$ cat src/rtl/mem_port_hs_if.sv
// Request/response handshake bundle between a load/store client
// and the simulated-memory port.
interface mem_port_hs_if #(
    parameter int ADDR_W = 64,
    parameter int DATA_W = 64
);
    logic              req_valid;
    logic              req_ready;
    logic              req_rw;
    logic [ADDR_W-1:0] req_addr;
    logic [3:0]        req_len;
    logic [DATA_W-1:0] req_wdata;
    logic              rsp_valid;
    logic              rsp_ready;
    logic [DATA_W-1:0] rsp_rdata;
    logic              rsp_err;

    modport master (
        output req_valid, req_rw, req_addr, req_len, req_wdata,
        output rsp_ready,
        input  req_ready, rsp_valid, rsp_rdata, rsp_err
    );

    modport slave (
        input  req_valid, req_rw, req_addr, req_len, req_wdata,
        input  rsp_ready,
        output req_ready, rsp_valid, rsp_rdata, rsp_err
    );
endinterface

$ cat src/rtl/mem_port_hs.sv
// Valid/ready memory port with programmable latency and size/alignment
// checking; the backing store is reached through a one-shot access strobe.
module mem_port_hs #(
    parameter int ADDR_W      = 64,
    parameter int DATA_W      = 64,
    parameter int LATENCY     = 1,
    parameter int ALIGN_CHECK = 1
) (
    input  logic              clock,
    input  logic              reset,
    mem_port_hs_if.slave      bus,
    output logic              busy,
    output logic              vmem_en,
    output logic              vmem_rw,
    output logic [ADDR_W-1:0] vmem_addr,
    output logic [3:0]        vmem_len,
    output logic [DATA_W-1:0] vmem_wdata,
    input  logic [DATA_W-1:0] vmem_rdata
);

    typedef enum logic [1:0] {
        IDLE,
        WAIT,
        RESP
    } state_t;

    state_t            state;
    logic [3:0]        cnt;
    logic              rdy_q;
    logic              vld_q;
    logic [DATA_W-1:0] rdata_q;
    logic              err_q;

    logic              len_ok;
    logic              mis;
    logic              err;
    logic              accept;
    logic [DATA_W-1:0] mask;
    logic [DATA_W-1:0] rdata_m;

    always_comb begin
        len_ok = 1'b0;
        case (bus.req_len)
            4'd1, 4'd2, 4'd4: len_ok = 1'b1;
            4'd8:             len_ok = (DATA_W == 64);
            default:          len_ok = 1'b0;
        endcase
    end

    always_comb begin
        mask = '0;
        for (int i = 0; i < DATA_W / 8; i++) begin
            if (i < int'(bus.req_len)) mask[i*8 +: 8] = 8'hFF;
        end
    end

    // Alignment only matters once the size itself is legal.
    assign mis = (ALIGN_CHECK != 0) && len_ok &&
                 (|(bus.req_addr[3:0] & (bus.req_len - 4'd1)));
    assign err = !len_ok || mis;

    // Ready is forced low while reset is held.
    assign bus.req_ready = rdy_q & reset;
    assign accept        = bus.req_valid & rdy_q & reset;

    assign vmem_en    = accept & ~err;
    assign vmem_rw    = bus.req_rw;
    assign vmem_addr  = bus.req_addr;
    assign vmem_len   = bus.req_len;
    assign vmem_wdata = bus.req_wdata & mask;
    assign rdata_m    = vmem_rdata & mask;

    assign bus.rsp_valid = vld_q;
    assign bus.rsp_rdata = rdata_q;
    assign bus.rsp_err   = err_q;

    always_ff @(posedge clock) begin
        if (!reset) begin
            state   <= IDLE;
            cnt     <= '0;
            rdy_q   <= 1'b1;
            vld_q   <= 1'b0;
            rdata_q <= '0;
            err_q   <= 1'b0;
            busy    <= 1'b0;
        end else begin
            unique case (state)
                IDLE: begin
                    if (accept) begin
                        rdy_q   <= 1'b0;
                        busy    <= 1'b1;
                        err_q   <= err;
                        rdata_q <= (err || bus.req_rw) ? '0 : rdata_m;
                        cnt     <= 4'(LATENCY - 1);
                        if (LATENCY == 1) begin
                            state <= RESP;
                            vld_q <= 1'b1;
                        end else begin
                            state <= WAIT;
                        end
                    end
                end
                WAIT: begin
                    cnt <= cnt - 4'd1;
                    if (cnt == 4'd1) begin
                        state <= RESP;
                        vld_q <= 1'b1;
                    end
                end
                RESP: begin
                    if (bus.rsp_ready) begin
                        state   <= IDLE;
                        vld_q   <= 1'b0;
                        rdy_q   <= 1'b1;
                        busy    <= 1'b0;
                        rdata_q <= '0;
                        err_q   <= 1'b0;
                    end
                end
                default: begin
                    state <= IDLE;
                    rdy_q <= 1'b1;
                    vld_q <= 1'b0;
                    busy  <= 1'b0;
                end
            endcase
        end
    end

endmodule

$ cat src/flat_wrapper.sv
// flat-port wrapper written by rule: the top's interface ports become plain ports
module mem_port_hs_flat 
#(
    parameter int ADDR_W      = 64,
    parameter int DATA_W      = 64,
    parameter int LATENCY     = 1,
    parameter int ALIGN_CHECK = 1
)
  (clock, reset, busy, vmem_en, vmem_rw, vmem_addr, vmem_len, vmem_wdata, vmem_rdata, bus_req_valid, bus_req_rw, bus_req_addr, bus_req_len, bus_req_wdata, bus_rsp_ready, bus_req_ready, bus_rsp_valid, bus_rsp_rdata, bus_rsp_err);
  mem_port_hs_if #(.ADDR_W(ADDR_W), .DATA_W(DATA_W)) bus_i ();
  input  logic clock;
  input  logic reset;
  output logic busy;
  output logic vmem_en;
  output logic vmem_rw;
  output logic [ADDR_W-1:0] vmem_addr;
  output logic [3:0] vmem_len;
  output logic [DATA_W-1:0] vmem_wdata;
  input  logic [DATA_W-1:0] vmem_rdata;
  input wire logic [$bits(bus_i.req_valid)-1:0] bus_req_valid;
  input wire logic [$bits(bus_i.req_rw)-1:0] bus_req_rw;
  input wire logic [$bits(bus_i.req_addr)-1:0] bus_req_addr;
  input wire logic [$bits(bus_i.req_len)-1:0] bus_req_len;
  input wire logic [$bits(bus_i.req_wdata)-1:0] bus_req_wdata;
  input wire logic [$bits(bus_i.rsp_ready)-1:0] bus_rsp_ready;
  output wire logic [$bits(bus_i.req_ready)-1:0] bus_req_ready;
  output wire logic [$bits(bus_i.rsp_valid)-1:0] bus_rsp_valid;
  output wire logic [$bits(bus_i.rsp_rdata)-1:0] bus_rsp_rdata;
  output wire logic [$bits(bus_i.rsp_err)-1:0] bus_rsp_err;
  assign bus_i.req_valid = bus_req_valid;
  assign bus_i.req_rw = bus_req_rw;
  assign bus_i.req_addr = bus_req_addr;
  assign bus_i.req_len = bus_req_len;
  assign bus_i.req_wdata = bus_req_wdata;
  assign bus_i.rsp_ready = bus_rsp_ready;
  assign bus_req_ready = bus_i.req_ready;
  assign bus_rsp_valid = bus_i.rsp_valid;
  assign bus_rsp_rdata = bus_i.rsp_rdata;
  assign bus_rsp_err = bus_i.rsp_err;
  mem_port_hs #(.ADDR_W(ADDR_W), .DATA_W(DATA_W), .LATENCY(LATENCY), .ALIGN_CHECK(ALIGN_CHECK)) u_core (.clock(clock), .reset(reset), .bus(bus_i), .busy(busy), .vmem_en(vmem_en), .vmem_rw(vmem_rw), .vmem_addr(vmem_addr), .vmem_len(vmem_len), .vmem_wdata(vmem_wdata), .vmem_rdata(vmem_rdata));
endmodule
$ cat config.mk
export PLATFORM = sky130hd
export DESIGN_NAME = mem_port_hs_flat
export DESIGN_NICKNAME = d
export VERILOG_FILES = /design/src/rtl/mem_port_hs_if.sv /design/src/rtl/mem_port_hs.sv /design/src/flat_wrapper.sv
export SDC_FILE = /design/constraint.sdc
export NUM_CORES = 1
export LEC_CHECK = 0
export ABC_AREA = 1
export CAP_MARGIN = 25
export CORE_AREA = 3 3 155 157
export CTS_CLUSTER_SIZE = 14
export DETAILED_ROUTE_END_ITERATION = 7
export DIE_AREA = 0 0 158 160
export HOLD_SLACK_MARGIN = 0.03
export MAX_ROUTING_LAYER = met4
export PLACE_DENSITY = 0.66
export SLEW_MARGIN = 10
export SYNTH_ARGS = -nofsm -noshare
export SYNTH_HDL_FRONTEND = slang
export SYNTH_SLANG_ARGS = --single-unit
$ cat constraint.sdc
create_clock -name clock -period 1.8 [get_ports clock]
set_clock_uncertainty 0.1 [all_clocks]
set_input_delay 0.27 -clock clock [delete_from_list [all_inputs] [get_ports clock]]
set_output_delay 0.27 -clock clock [all_outputs]
set_load 0.02 [all_outputs]
==> results.json, run 1 <==
{
  "outcome": "finished, final reports clean",
  "clock_sinks": 67,
  "drv_slew": 0,
  "remaining_drc_errors": 0,
  "portBuffers": 282,
  "ir_drop_v": 0.000316,
  "start_util_pct": 19.4,
  "rsz0062_at_grt": "false",
  "drv_cap": 0,
  "worst_pin_slew_ns": 0.489,
  "viasPerCell": 4.25,
  "clk_latency_ns": 0.33,
  "setup_slack_ns": 0.0350,
  "critPathKind": "in -> out",
  "rows": 55,
  "finalSetupViolations": 0,
  "synthTopCellsByArea": "dfxtp_1 31%, buf_4 12%, nand2_1 12%",
  "finalHoldViolCount": 0,
  "min_period_ns": 1.76,
  "cts_tree": "built",
  "num_vias": 5213,
  "grt_overflow_total": 0,
  "synth_top_area_share_pct": 30.6,
  "syn_inst": 703,
  "synth_nets": 909,
  "io_pins": 403,
  "path_clk_slew_ns": 0.05,
  "critPathBufInv": 2,
  "drtAntennaViolNets": 0,
  "syn_to_final_growth_pct": 74.2,
  "synth_seq_area_share_pct": 30.6,
  "die_w_um": 158,
  "grt_pass1_wl_um": 28300,
  "fmax_ghz": 0.567,
  "cp_cell_sequence": "clkdlybuf4s50_1 > clkdlybuf4s50_1",
  "ys_ff_latch": 67,
  "cpMaxStageDelayCell": "clkdlybuf4s50_1",
  "core_um2": 22600,
  "routabilityCongestion": 0.815,
  "die_y_um": 160,
  "grt_pass1_vias": 5026,
  "yosys_warnings": 0,
  "holdBufCountCts": 0,
  "cts_buffers": 9,
  "netlist_area_um2": 4390,
  "fillers": 2396,
  "place_inst": 1206,
  "cp-end-kind": "output port",
  "avgSynthCellArea_um2": 6.24,
  "post-route-period-util_pct": 98.1,
  "synth_top_cell_by_area": "dfxtp_1",
  "wl_per_cell_um": 15.5,
  "worstSetupStartpointType": "input pin",
  "final_nets": 1142,
  "clockBufferDepth": 2,
  "dieArea_um2": 25300,
  "synth_cell_types": 19,
  "relSlewSlack_pct": 67.4,
  "drive_above_1_share_pct": 14.9,
  "grt_usage_pct": 14.9,
  "max_stage_delay_ns": 0.62,
  "cts_root_buf": "clkbuf_16",
  "dp_slack_ns": -0.868,
  "antenna_found_initial": 0,
  "hp-class": "reg -> reg",
  "cp_max_fo": 2,
  "cpLargestDelayFamily": "buffers and inverters",
  "htreeDepth": 3,
  "drt-initial-drc-count": 260,
  "grt_max_degree": 65,
  "setup_tns_ns": 0,
  "stdcell_count": 1226,
  "cp_common_cell": "clkdlybuf4s50_1",
  "powerDensity_nw_per_um2": 602,
  "postRouteWirelength_um": 19000,
  "drt_pre_antenna_iters": 4,
  "dp_hpwl_um": 14400,
  "worstPathRequired_ns": 1.43,
  "cp.arrival_ns": 1.39,
  "leakagePower_nw": 3.39,
  "diodes": 0
}
-- flip-flops by register name (all words and copies together), names as in the netlist --
name	cells
u_core.bus.rsp_err	1
u_core.rdy_q	1
u_core.bus.rsp_rdata	64
u_core.bus.rsp_valid	1
-- routing by layer --
layer	part of all wire, %	vias to the layer above	GRT usage, %
met2	45	261	23.2
met3	8.9	65	4.55
met1	42	2303	17.7
met4	3.8	0	6.61
met5	0	-	-
li1	-	2584	-
-- final timing paths --
| check | start | end | slack [ns] | cells after the start |
|---|---|---|---|---|
| max | bus_req_rw | vmem_rw | 0.04 | 2 |
| min | u_core.bus.rsp_rdata[51]$_SDFFE_PN0P_ | u_core.bus.rsp_rdata[51]$_SDFFE_PN0P_ | 0.36 | 2 |
| max reg2reg | u_core.rdy_q$_SDFFE_PN1P_ | u_core.bus.rsp_rdata[35]$_SDFFE_PN0P_ | 0.31 | 6 |
| min reg2reg | u_core.bus.rsp_rdata[51]$_SDFFE_PN0P_ | u_core.bus.rsp_rdata[51]$_SDFFE_PN0P_ | 0.36 | 2 |
-- repair_timing --
action,CTS,global route
hold endpoints to repair,0,0
setup endpoints to repair,137,97
gates resized for setup,206,24
pin swaps,7,5
setup buffers,4,0
-- layout make-up --
class / instances / area, um2 / area share [%]
clock inverter: 3 / 46.3 / 0.605
tap: 285 / 357 / 4.66
inverter: 114 / 447 / 5.84
timing repair buffer: 331 / 3220 / 42.1
clock buffer: 13 / 260 / 3.40
multi-input combinational: 413 / 1980 / 25.9
sequential: 67 / 1340 / 17.6
-- layout by cell type (no fill, tap or decap) --
cell type,instances
clkinvlp_4,2
buf_6,5
dlygate4sd2_1,22
clkdlybuf4s15_2,20
clkdlybuf4s15_1,2
inv_1,104
clkdlybuf4s50_1,207
nand3_2,2
nand3_1,6
ha_1,1
bufinv_16,1
inv_2,5
dfxtp_1,66
clkbuf_1,2
ha_2,1
buf_2,20
clkbuf_16,9
inv_4,2
a21oi_1,67
nand2_2,5
clkinv_4,1
inv_6,2
nor2_1,123
o21a_1,1
buf_12,9
nor2_2,2
dfxtp_2,1
nand2_1,131
clkbuf_8,3
ha_4,3
nand4_1,65
dlymetal6s2s_1,4
nor2_4,4
buf_4,41
o21ai_4,2
-- worst register-to-register path, stage by stage, from the launching register on --
cell and delay [ns]:
dfxtp_1 0.38, nand3_2 0.15, nor2_4 0.18, nand2_1 0.19, nor2_1 0.15, nand4_1 0.11, a21oi_1 0.15
-- synthesized netlist by cell type --
master    count
ha_1          5
inv_1       112
nor2_1      126
clkbuf_1      9
nand3_2       1
nand4_1      65
o21ai_1       1
buf_1         1
inv_2         2
buf_2        21
nor2_2        3
o21ai_2       1
a21oi_1      67
nand3_1       7
buf_4        73
nand2_1     136
buf_6         5
dfxtp_1      67
o21a_1        1
-- report_power, final --
group          total, mW  internal (mW)  switching (mW)  leakage (nW)
logic               1.26          0.602           0.654          2.70
clock network       1.84           1.15           0.691         0.146
registers           1.50           1.49          0.0105         0.540
-- logic make-up after synthesis --
logic type / Yosys count / share of synthesized area (%)
flops: 67 / 30.6
fa+ha+maj: 5 / 1.43
simple gates: 338 / 33.1
buf+inv: 223 / 26.8
compound gates: 70 / 8.12
-- through the flow --
stage	utilization [%]	total power [mW]	hold WS, ns	instance area, um2
after global placement	32.1	2.82	0.351	7270
after CTS	33.7	4.70	0.364	7620
after global routing	33.8	4.85	0.381	7650
after floorplan	-	2.27	0.366	4390
final	33.8	4.60	0.362	7650
after detailed placement	32.1	2.82	0.354	7270
No activity file was read; power rests on OpenSTA's default activity.
==> run 2, diff against run 1 <==
- CTS_CLUSTER_SIZE: 14 -> 30
- SLEW_MARGIN: 10 -> unset
==> results of run 2 <==
The final DEF is identical to that of run 1; final timing and power are the same.
